## config.mk

```make
export PLATFORM = sky130hd
export DESIGN_NAME = muldiv_sequencer
export DESIGN_NICKNAME = d
export VERILOG_FILES = /design/src/rtl/muldiv_sequencer.sv
export SDC_FILE = /design/constraint.sdc
export NUM_CORES = 1
export LEC_CHECK = 0
export BUFFER_PORTS_ARGS = -buffer_cell sky130_fd_sc_hd__buf_2
export CORE_AREA = 4 4 154 156
export CTS_CLUSTER_SIZE = 30
export DETAILED_ROUTE_END_ITERATION = 10
export DIE_AREA = 0 0 158 160
export PLACE_DENSITY = 0.71
export REMOVE_ABC_BUFFERS = 1
export SETUP_SLACK_MARGIN = 0.02
export SLEW_MARGIN = 20
export SYNTH_ARGS = -nofsm -noshare
export SYNTH_HDL_FRONTEND = slang
export SYNTH_SLANG_ARGS = --single-unit
```

## constraint.sdc

```tcl
create_clock -name clk -period 10.4 [get_ports clk]
set_clock_uncertainty 0.2 [all_clocks]
set_input_delay 1.04 -clock clk [delete_from_list [all_inputs] [get_ports clk]]
set_output_delay 1.04 -clock clk [all_outputs]
set_load 0.02 [all_outputs]
```

## src/rtl/muldiv_sequencer.sv

```systemverilog
// ----------------------------------------------------------------------------
// muldiv_sequencer
//
// Sits between the multicycle control unit and the shared multiply / divide
// units. Accepts one HI/LO operation at a time (MULT, DIV, MTHI, MTLO), starts
// the matching unit with a level-type start signal, and holds that level until
// the unit reports completion. On completion it commits the result into the
// architectural HI/LO registers. It then drops the start level for one DRAIN
// cycle so the unit can rearm. Divide-by-zero is caught before the divider is
// started. A run that never completes is aborted after TIMEOUT_CYCLES.
//
// Parameters
//   TIMEOUT_CYCLES : cycles allowed in a RUN state before the op is aborted (>=2)
//
// Ports
//   clk, reset          : rising-edge clock, asynchronous active-high reset
//   op_valid, op        : request strobe (sampled only when idle) and opcode
//                         (00 MULT, 01 DIV, 10 MTHI, 11 MTLO)
//   rs_val, rt_val      : operand A / operand B
//   mult_a/b, mult_ctrl : latched operands and start level to the multiplier
//   mult_stop/hi/lo     : multiplier completion and result words
//   div_a/b, div_ctrl   : latched operands and start level to the divider
//   div_done/zero/hi/lo : divider completion, zero flag, remainder, quotient
//   hi, lo              : architectural HI / LO
//   busy                : combinational, high whenever the sequencer is not idle
//   done                : one-cycle pulse, op committed
//   div0_exc            : one-cycle pulse, divide by zero (HI/LO unchanged)
//   err_timeout         : one-cycle pulse, unit never completed (HI/LO unchanged)
// ----------------------------------------------------------------------------
module muldiv_sequencer #(
    parameter int TIMEOUT_CYCLES = 64
) (
    input  logic        clk,
    input  logic        reset,
    input  logic        op_valid,
    input  logic [1:0]  op,
    input  logic [31:0] rs_val,
    input  logic [31:0] rt_val,
    output logic [31:0] mult_a,
    output logic [31:0] mult_b,
    output logic        mult_ctrl,
    input  logic        mult_stop,
    input  logic [31:0] mult_hi,
    input  logic [31:0] mult_lo,
    output logic [31:0] div_a,
    output logic [31:0] div_b,
    output logic        div_ctrl,
    input  logic        div_done,
    input  logic        div_zero,
    input  logic [31:0] div_hi,
    input  logic [31:0] div_lo,
    output logic [31:0] hi,
    output logic [31:0] lo,
    output logic        busy,
    output logic        done,
    output logic        div0_exc,
    output logic        err_timeout
);

    localparam int CNT_W = (TIMEOUT_CYCLES > 2) ? $clog2(TIMEOUT_CYCLES) : 1;
    localparam logic [CNT_W-1:0] CNT_LAST = CNT_W'(TIMEOUT_CYCLES - 1);

    localparam logic [1:0] OP_MULT = 2'b00;
    localparam logic [1:0] OP_DIV  = 2'b01;
    localparam logic [1:0] OP_MTHI = 2'b10;
    localparam logic [1:0] OP_MTLO = 2'b11;

    typedef enum logic [1:0] {
        IDLE     = 2'd0,
        MULT_RUN = 2'd1,
        DIV_RUN  = 2'd2,
        DRAIN    = 2'd3
    } state_t;

    state_t           r_state,     w_state_nxt;
    logic [CNT_W-1:0] r_count,     w_count_nxt;
    logic [31:0]      r_mult_a,    w_mult_a_nxt;
    logic [31:0]      r_mult_b,    w_mult_b_nxt;
    logic [31:0]      r_div_a,     w_div_a_nxt;
    logic [31:0]      r_div_b,     w_div_b_nxt;
    logic             r_mult_ctrl, w_mult_ctrl_nxt;
    logic             r_div_ctrl,  w_div_ctrl_nxt;
    logic [31:0]      r_hi,        w_hi_nxt;
    logic [31:0]      r_lo,        w_lo_nxt;
    logic             r_done,      w_done_nxt;
    logic             r_div0,      w_div0_nxt;
    logic             r_tmo,       w_tmo_nxt;

    // State and all registered outputs; reset drops the start levels at once.
    always_ff @(posedge clk or posedge reset) begin
        if (reset) begin
            r_state     <= IDLE;
            r_count     <= '0;
            r_mult_a    <= '0;
            r_mult_b    <= '0;
            r_div_a     <= '0;
            r_div_b     <= '0;
            r_mult_ctrl <= 1'b0;
            r_div_ctrl  <= 1'b0;
            r_hi        <= '0;
            r_lo        <= '0;
            r_done      <= 1'b0;
            r_div0      <= 1'b0;
            r_tmo       <= 1'b0;
        end else begin
            r_state     <= w_state_nxt;
            r_count     <= w_count_nxt;
            r_mult_a    <= w_mult_a_nxt;
            r_mult_b    <= w_mult_b_nxt;
            r_div_a     <= w_div_a_nxt;
            r_div_b     <= w_div_b_nxt;
            r_mult_ctrl <= w_mult_ctrl_nxt;
            r_div_ctrl  <= w_div_ctrl_nxt;
            r_hi        <= w_hi_nxt;
            r_lo        <= w_lo_nxt;
            r_done      <= w_done_nxt;
            r_div0      <= w_div0_nxt;
            r_tmo       <= w_tmo_nxt;
        end
    end

    // Next-state and next-output logic. Status pulses default low so each
    // one lasts exactly one cycle.
    always_comb begin
        w_state_nxt     = r_state;
        w_count_nxt     = r_count;
        w_mult_a_nxt    = r_mult_a;
        w_mult_b_nxt    = r_mult_b;
        w_div_a_nxt     = r_div_a;
        w_div_b_nxt     = r_div_b;
        w_mult_ctrl_nxt = r_mult_ctrl;
        w_div_ctrl_nxt  = r_div_ctrl;
        w_hi_nxt        = r_hi;
        w_lo_nxt        = r_lo;
        w_done_nxt      = 1'b0;
        w_div0_nxt      = 1'b0;
        w_tmo_nxt       = 1'b0;

        unique case (r_state)
            IDLE: begin
                if (op_valid) begin
                    unique case (op)
                        OP_MULT: begin
                            w_mult_a_nxt    = rs_val;
                            w_mult_b_nxt    = rt_val;
                            w_mult_ctrl_nxt = 1'b1;
                            w_count_nxt     = '0;
                            w_state_nxt     = MULT_RUN;
                        end
                        OP_DIV: begin
                            // Zero divisor never reaches the divider.
                            if (rt_val == 32'd0) begin
                                w_div0_nxt = 1'b1;
                            end else begin
                                w_div_a_nxt    = rs_val;
                                w_div_b_nxt    = rt_val;
                                w_div_ctrl_nxt = 1'b1;
                                w_count_nxt    = '0;
                                w_state_nxt    = DIV_RUN;
                            end
                        end
                        OP_MTHI: begin
                            w_hi_nxt   = rs_val;
                            w_done_nxt = 1'b1;
                        end
                        OP_MTLO: begin
                            w_lo_nxt   = rs_val;
                            w_done_nxt = 1'b1;
                        end
                        default: ;
                    endcase
                end
            end

            MULT_RUN: begin
                w_count_nxt = r_count + CNT_W'(1);
                // Completion is checked first so it wins over a same-edge timeout.
                if (mult_stop) begin
                    w_hi_nxt        = mult_hi;
                    w_lo_nxt        = mult_lo;
                    w_done_nxt      = 1'b1;
                    w_mult_ctrl_nxt = 1'b0;
                    w_state_nxt     = DRAIN;
                end else if (r_count == CNT_LAST) begin
                    w_mult_ctrl_nxt = 1'b0;
                    w_tmo_nxt       = 1'b1;
                    w_state_nxt     = DRAIN;
                end
            end

            DIV_RUN: begin
                w_count_nxt = r_count + CNT_W'(1);
                if (div_done) begin
                    if (div_zero) begin
                        w_div0_nxt = 1'b1;
                    end else begin
                        w_hi_nxt   = div_hi;
                        w_lo_nxt   = div_lo;
                        w_done_nxt = 1'b1;
                    end
                    w_div_ctrl_nxt = 1'b0;
                    w_state_nxt    = DRAIN;
                end else if (r_count == CNT_LAST) begin
                    w_div_ctrl_nxt = 1'b0;
                    w_tmo_nxt      = 1'b1;
                    w_state_nxt    = DRAIN;
                end
            end

            DRAIN: begin
                // One cycle with both start levels low so the unit rearms.
                w_mult_ctrl_nxt = 1'b0;
                w_div_ctrl_nxt  = 1'b0;
                w_state_nxt     = IDLE;
            end

            default: w_state_nxt = IDLE;
        endcase
    end

    assign mult_a      = r_mult_a;
    assign mult_b      = r_mult_b;
    assign mult_ctrl   = r_mult_ctrl;
    assign div_a       = r_div_a;
    assign div_b       = r_div_b;
    assign div_ctrl    = r_div_ctrl;
    assign hi          = r_hi;
    assign lo          = r_lo;
    assign done        = r_done;
    assign div0_exc    = r_div0;
    assign err_timeout = r_tmo;
    assign busy        = (r_state != IDLE);

endmodule

```

Yosys cells after proc, flatten, opt, wreduce, memory -nomap -nowiden
Index checks and enable logic that the tools add are counted.
{ "classes": {"add_sub_neg": 1, "n_mul": 0, "div": 0, "order_cmp": 0, "n_eq_ne": 20, "shift": 0, "n_mux": 49, "bitwise": 1, "reduce_logical": 18} }
{ "op_table": {"columns": ["cell", "n"], "rows": [
  ["$mux W32", 10],
  ["$pmux W32 S3", 2],
  ["$logic_not A32 Y1", 1],
  ["$pmux W6 S2", 2],
  ["$mux W1", 21],
  ["$mux W6", 2],
  ["$reduce_and A4 Y1", 3],
  ["$reduce_and A6 Y1", 2],
  ["$mux W2", 5],
  ["$ne A2 B2 Y1 const B", 5],
  ["$ne A3 B3 Y1 const B", 3],
  ["$pmux W1 S3", 3],
  ["$reduce_bool A3 Y1", 3],
  ["$eq A2 B2 Y1 const B", 4],
  ["$ne A2 B1 Y1 const B", 4],
  ["$pmux W2 S4", 1],
  ["$add A6 B1 Y6 const B", 1],
  ["$eq A6 B6 Y1 const B", 1],
  ["$reduce_and A3 Y1", 2],
  ["$reduce_and A5 Y1", 1],
  ["$eq A2 B1 Y1 const B", 2],
  ["$logic_not A2 Y1", 2],
  ["$pmux W1 S2", 2],
  ["$pmux W2 S2", 1],
  ["other kinds (4)", 6]
]} }
{ "word_totals": {"regBits": 205, "latch_bits": 0, "mem_bits_rw": 0, "rom_bits": 0, "in_bits": 200, "output_inout_bits": 198, "elab_cells": 102, "mem_count": 0} }

Logic depth before layout (Yosys ltp)
Gate-level depths: netlist of run 1.
{ "depth": {"depth_word": 5, "mapped_depth": 8, "depth_no_buf": 6} }

Least setup slack after synthesis of run 1
No wires, ideal clock.
{ "synth_path": {"kind": "input to register", "start": "in rt_val[18]", "end": "reg r_div_a[0] (netlist: div_a[0])", "setup_ns": 0.128, "arrival_ns": 2.242, "required_ns": 10.072, "path_slack_ns": 7.831, "path_stages": 6, "n_path_buf": 2, "path_cell_list": "nor4_1 > nand4_1 > o21bai_1 > buf_4 > buf_6 > mux2_1"} }
{ "synth_via": {"elab_chain_cells": 3} }
{ "synth_lines": {"columns": ["element", "line", "rtl"], "rows": [
  ["from (decl)", "38", "input logic [31:0] rt_val,"],
  ["$logic_not A32 Y1", "152", "if (rt_val == 32'd0) begin"],
  ["$not A1 Y1 (no source line)", null, null],
  ["$reduce_and A4 Y1 (no source line)", null, null],
  ["to (signal assigned)", "110", "r_div_a <= w_div_a_nxt;"],
  ["to (decl)", "79", "logic [31:0] r_div_a, w_div_a_nxt;"]
]} }
Every way passes these cells.
A chain may end at the register's enable or synchronous reset.

Worst setup path after layout of run 1
{ "layout_path": {"start": "in rt_val[16]", "end": "reg r_div_b[31] (netlist: div_b[31])"} }
{ "layout_via": {"elab_chain_cells": 3} }
{ "layout_lines": {"columns": ["element", "line", "rtl"], "rows": [
  ["$logic_not A32 Y1", "152", null],
  ["$not A1 Y1 (no source line)", null, null],
  ["$reduce_and A4 Y1 (no source line)", null, null],
  ["to (signal assigned)", "111", "r_div_b <= w_div_b_nxt;"],
  ["to (decl)", "80", "logic [31:0] r_div_b, w_div_b_nxt;"]
]} }
Every way passes these cells.

==> results.json, run 1 <==
{
  "yosys.area.top_type": "dfrtp_1",
  "r2r_slack_ps": 7330,
  "viasPerCell": 5.30,
  "pin_count": 398,
  "worst_path_dominant_cell_family": "simple AND/OR/NAND/NOR gates",
  "htree_levels": 1,
  "holdPathEnd": "mult_a[31]$_DFFE_PP0P_",
  "worst_setup_path_end_kind": "register",
  "cp_slowest_stage_delay_ps": 840,
  "irDropWorstVdd_mv": 0.180,
  "gr-total-overflow": 0,
  "clk_path_buf_depth": 3,
  "slew_violations": 0,
  "grt_use_total_pct": 21.6,
  "max_cap_violations": 0,
  "grt_pass1_vias": 7854,
  "critPathMaxFanout": 44,
  "setup_tns_ps": 0,
  "antenna_found_initial": 1,
  "ant_nets": 0,
  "synth_seq_cells": 205,
  "grt_pass1_wl_um": 43500,
  "drive_gt1_share_pct": 42.4,
  "crit_slowest_cell": "o21bai_4",
  "critPathRequiredTime_ps": 10580,
  "reg2reg_depth": 7,
  "min_period_over_period_pct": 37.7,
  "drt-pass1-iter-count": 4,
  "cts-root-buf": "clkbuf_16",
  "hpwl_um": 20200,
  "fin_ws_ps": 6480,
  "synth_edf_count": 0,
  "relSlewSlack_pct": 39.1,
  "ys.flop_type": "dfrtp_1",
  "power_density_mw_per_mm2": 371,
  "worstHoldStart": "mult_a[31]$_DFFE_PP0P_",
  "yosysTopAreaCellShare_pct": 55.4,
  "path_cells": "buf_2, nor4_1, nand4_1, o21bai_4, buf_4, mux2_2",
  "async_reset_ff_share_pct": 100,
  "final_util_pct": 54.4,
  "r2r_end": "hi[30]$_DFFE_PP0P_",
  "period_needed_ps": 3920,
  "leakagePower_uw": 0.00592,
  "avgSynthCellArea_um2": 12.8,
  "timing.hold.ws_ps": 277,
  "post_drt_wl_per_cell_um": 19.9,
  "routed_wl_um": 27900,
  "numCtsBuffers": 24,
  "fp.dieW_um": 158,
  "insertion_delay_ps": 500,
  "initial_core_util_pct": 41.4,
  "std_cell_rows": 55,
  "synth.distinct_cells": 46,
  "route.vias.total": 7428,
  "cts_resized": 0,
  "synthesis.area_mm2": 0.00926,
  "synth-warning-count": 0,
  "crit_path_start_kind": "input port",
  "final_cells": 1402,
  "hp-class": "register to register",
  "die-height_um": 160,
  "finalHoldViolations": 0,
  "coreArea_mm2": 0.0224,
  "synth.most_common_cell": "dfrtp_1",
  "cts_tree": "yes",
  "grt_max_degree": 135,
  "post-route-drc-count": 0,
  "crit_buf_inv": 2,
  "rsz0062_at_grt": "false",
  "place.gp.congestion": 0.891,
  "die-area_mm2": 0.0253,
  "r2r-start": "r_state[0]$_DFFE_PP0P_",
  "synth.area.top_cells": "dfrtp_1 55%, mux2_1 21%, a22oi_1 5.2%",
  "area_delta_synth_final_pct": 31.5,
  "dr.first_iter.drc_count": 324,
  "status": "completed",
  "finalNetCount": 1305,
  "dpl.cell_count": 1359,
  "cts_setup_buffers": 0,
  "finalSetupViolCount": 0,
  "clkSlewWorstSetupHoldPaths_ps": 50,
  "min_path_cells": 1,
  "cts_hold_buf": 0,
  "place_ws_ps": 5940,
  "worst_slew_pin_slew_ps": 914,
  "worst-setup-path-type": "input port to register",
  "syn_inst": 722,
  "yosysSeqAreaShare_pct": 55.4,
  "fmax_mhz": 255,
  "clkSinkCount": 205,
  "crit_arrival_ps": 4100,
  "io_buffers": 397,
  "synthTopCellsByCount": "205 x dfrtp_1, 171 x mux2_1, 69 x a21oi_1, 64 x a22oi_1, 42 x nor2_1"
}
-- final cells by class --
type / count / area (um^2)
fillers: 1939 / 10200
multi-input cells: 451 / 3820
flip-flops and latches: 205 / 5130
clock inverters: 1 / 5.00
repair buffers: 405 / 2050
inverters: 13 / 56.3
well taps: 285 / 357
clock buffers: 41 / 756
diodes: 1 / 2.50
-- through the flow --
step | cell area (um^2) | total power (uW)
finish | 12200 | 4520
global route | 12200 | 4820
detailed placement | 11400 | 3740
floorplan | 8950 | 2890
CTS | 12200 | 4560
global placement | 11400 | 3690
-- layout by cell type (no fill, tap or decap), types with 7 or more instances in the layout --
cell,Yosys,layout
a21oi_1,69,69
mux2_1,171,171
clkbuf_16,0,25
nand2_1,8,8
mux2_2,23,23
o21ai_0,7,7
nor4_1,9,9
buf_4,1,8
dfrtp_1,205,205
inv_1,11,10
buf_2,14,397
nand3_1,8,8
clkbuf_8,0,7
a22oi_1,64,64
nor2_1,42,42
clkbuf_1,26,9
-- state kept, by name, summed over array words and instances, names as in the netlist --
name,count
div0_exc,1
lo,32
mult_ctrl,1
mult_a,32
div_b,32
err_timeout,1
done,1
r_count,6
hi,32
r_state,2
div_ctrl,1
div_a,32
mult_b,32
-- worst max path at each step --
stage	start	end	slack (ps)	cells past startpoint
detailed placement	rt_val[16]	div_b[31]$_DFFE_PP0P_	5940	6
CTS	rt_val[16]	div_b[31]$_DFFE_PP0P_	6470	6
floorplan	reset	div0_exc$_DFF_PP0_	3560	1
finish	rt_val[16]	div_b[31]$_DFFE_PP0P_	6480	6
global route	rt_val[16]	div_b[31]$_DFFE_PP0P_	6300	6
global placement	rt_val[16]	div_b[31]$_DFFE_PP0P_	6020	6
-- worst reg2reg max path: stages (launching register included) --
cell	delay (ps)
dfrtp_1	430
inv_1	170
ha_2	190
buf_4	600
a221oi_2	230
o21ai_4	300
buf_4	450
mux2_2	390
-- metal layers --
layer | wire length [um] | part of all wire, % | track usage [%]
met3 | 1900 | 6.8 | 4.58
met4 | 604 | 2.2 | 5.39
met2 | 14100 | 51 | 37.7
met5 | 0 | 0 | 0
met1 | 11300 | 40 | 27.3
-- logic make-up after synthesis --
kind of cell | after synthesis | share of synthesized area (%)
AND/OR/NAND/NOR | 84 | 4.46
AO/OA/AOI/OAI | 167 | 11.9
flip-flops | 205 | 55.4
buffers and inverters | 66 | 3.80
adder cells (fa/ha/maj) | 5 | 0.676
multiplexers | 195 | 23.7
-- power by group --
part           switching (uW)  internal (uW)
clock                     316            489
combinational            1440            867
sequential                205           1210
Power figures use the tool's default switching activity.
==> inputs of run 2 (changes only) <==
Settings changed: CORE_AREA 4 4 154 156 to 4 4 153 155, DIE_AREA 0 0 158 160 to 0 0 157 159, PLACE_DENSITY 0.71 to 0.72.
Clock period 10.4 ns to 4.1 ns, I/O delays scaled along.
==> run 2 against run 1 <==
  * Die area is 1.3% lower
  * Global-route usage is 0.83 points higher
  * Clock power grew to 2.5 times the previous value
  * Setup slack worse by 5600 ps
  * Non-clock buffer count is 70 higher
  * Count of clock-buffer cells in the layout is 7 lower
  * Routed wire length is 3.6% higher
  * Sequential power grew to 2.5 times the previous value
  * Critical path type unchanged
  * Largest cell class unchanged
==> results.json, run 2 (synthesis gave the netlist of run 1 again) <==
{
  "die-area_mm2": 0.0250,
  "crit_arrival_ps": 3390,
  "post-route-drc-count": 0,
  "grt_max_degree": 107,
  "nFillCells": 1822,
  "worst_slew_pin_slew_ps": 802,
  "cts_tree": "yes",
  "finalHoldViolations": 0,
  "rsz0062_at_grt": "false",
  "antenna_found_initial": 1,
  "slew_violations": 0,
  "ant_nets": 0,
  "max_cap_violations": 0,
  "dpl.cell_count": 1357,
  "post_drt_wl_per_cell_um": 19.7,
  "pin_count": 398,
  "worstHoldStart": "op[1]",
  "crit_slowest_cell": "dlygate4sd3_1",
  "grt_pass1_wl_um": 45000,
  "path_cells": "dlygate4sd3_1, buf_2, nor4_1, nand4_1, o21bai_4, buf_4, mux2_1",
  "insertion_delay_ps": 510,
  "io_buffers": 397,
  "clkSinkCount": 205,
  "finalNetCount": 1374,
  "fp.dieW_um": 157,
  "status": "completed",
  "critPathRequiredTime_ps": 4270,
  "die-height_um": 159,
  "cts_resized": 0,
  "grt_pass1_vias": 7997,
  "power_density_mw_per_mm2": 896,
  "finalSetupViolCount": 0,
  "p_total_uw": 11500,
  "worst_path_dominant_cell_family": "buffers and inverters",
  "place.gp.congestion": 0.852,
  "worst_setup_path_end_kind": "register",
  "hp-class": "input port to register",
  "coreArea_mm2": 0.0218,
  "std_cell_rows": 54,
  "fmax_mhz": 311,
  "area_delta_synth_final_pct": 39.2,
  "clkSlewWorstSetupHoldPaths_ps": 60,
  "irDropWorstVdd_mv": 0.510,
  "clk_path_buf_depth": 3,
  "drt-pass1-iter-count": 5,
  "grt_use_total_pct": 22.4,
  "route.vias.total": 7867,
  "routed_wl_um": 28900,
  "leakagePower_uw": 0.00622,
  "cts-root-buf": "clkbuf_16",
  "numCtsBuffers": 23,
  "period_needed_ps": 3220,
  "diodes": 0,
  "hpwl_um": 20200,
  "initial_core_util_pct": 42.4,
  "gr-total-overflow": 0,
  "setup_tns_ps": 0,
  "crit_path_start_kind": "input port",
  "final_cells": 1463,
  "mostFrequentLayoutCells": "397 x buf_2, 205 x dfrtp_1, 171 x mux2_1, 69 x a21oi_1, 66 x dlygate4sd3_1",
  "dr.first_iter.drc_count": 430,
  "final_common_cell": "buf_2",
  "fin_ws_ps": 881,
  "crit_buf_inv": 3,
  "drive_gt1_share_pct": 40.5,
  "relSlewSlack_pct": 46.5,
  "place_ws_ps": 1100,
  "cts_hold_buf": 66,
  "critPathMaxFanout": 40,
  "crit_path_start": "rt_val[3]",
  "min_period_over_period_pct": 78.5,
  "viasPerCell": 5.38,
  "cts_setup_buffers": 0,
  "cp_slowest_stage_delay_ps": 550,
  "r2r-start": "r_state[0]$_DFFE_PP0P_",
  "worst-setup-path-type": "input port to register",
  "htree_levels": 1
}
[run 2: cell types whose count changed in the layout (fill, tap and decap cells not counted), sizes merged]
cell,delta
clkbuf,-7
inv,+1
clkinv,+1
diode,-1
clkinvlp,+1
bufinv,+1
buf,+4
dlygate4sd3,+66
[run 2: per-stage QoR]
step / utilization, % / hold slack (ps) / area [um^2]
floorplan: - / 317 / 8950
detailed placement: 52.5 / 269 / 11500
CTS: 58.9 / 13.6 / 12900
global placement: 52.5 / 262 / 11500
global route: 59.0 / 45.6 / 12900
finish: 59.0 / 34.6 / 12900
[run 2: layout make-up]
| class | count | area, um^2 | share of cell area (%) |
|---|---|---|---|
| Timing Repair Buffer | 475 | 2780 | 21.6 |
| Clock buffer | 34 | 687 | 5.33 |
| Sequential cell | 205 | 5130 | 39.8 |
| Inverter | 13 | 56.3 | 0.437 |
| Tap cell | 280 | 350 | 2.72 |
| Clock inverter | 5 | 56.3 | 0.437 |
| Multi-Input combinational cell | 451 | 3820 | 29.7 |
[run 2: metal layers]
| layer | wire (um) | vias up | track usage, % |
|---|---|---|---|
| li1 | - | 3562 | - |
| met1 | 11300 | 3921 | 28.2 |
| met2 | 14900 | 324 | 39.3 |
| met3 | 1950 | 58 | 4.05 |
| met4 | 784 | 2 | 6.59 |
| met5 | 11 | - | 0 |
[run 2: where the power goes]
part	switching, uW	leakage [uW]	internal (uW)
clock network	818	0.000365	1220
logic	3680	0.00337	2280
registers	492	0.00249	3060
[run 2: worst reg2reg max path: stages (launching register included)]
cell and delay (ps):
dfrtp_1 430, inv_1 160, ha_2 560, buf_4 550
nor2b_1 230, o21ai_0 100, o311ai_1 110, mux2_1 350
[run 2: final timing paths]
check / endpoint / slack (ps) / cells past startpoint
min: done$_DFF_PP0_ / 30 / 3
max in group asynchronous: div_a[14]$_DFFE_PP0P_ / 2340 / 4
max: div_b[29]$_DFFE_PP0P_ / 880 / 7
max reg2reg: div_ctrl$_DFFE_PP0P_ / 1280 / 7
min reg2reg: mult_b[23]$_DFFE_PP0P_ / 280 / 1
min in group asynchronous: mult_b[25]$_DFFE_PP0P_ / 410 / 3
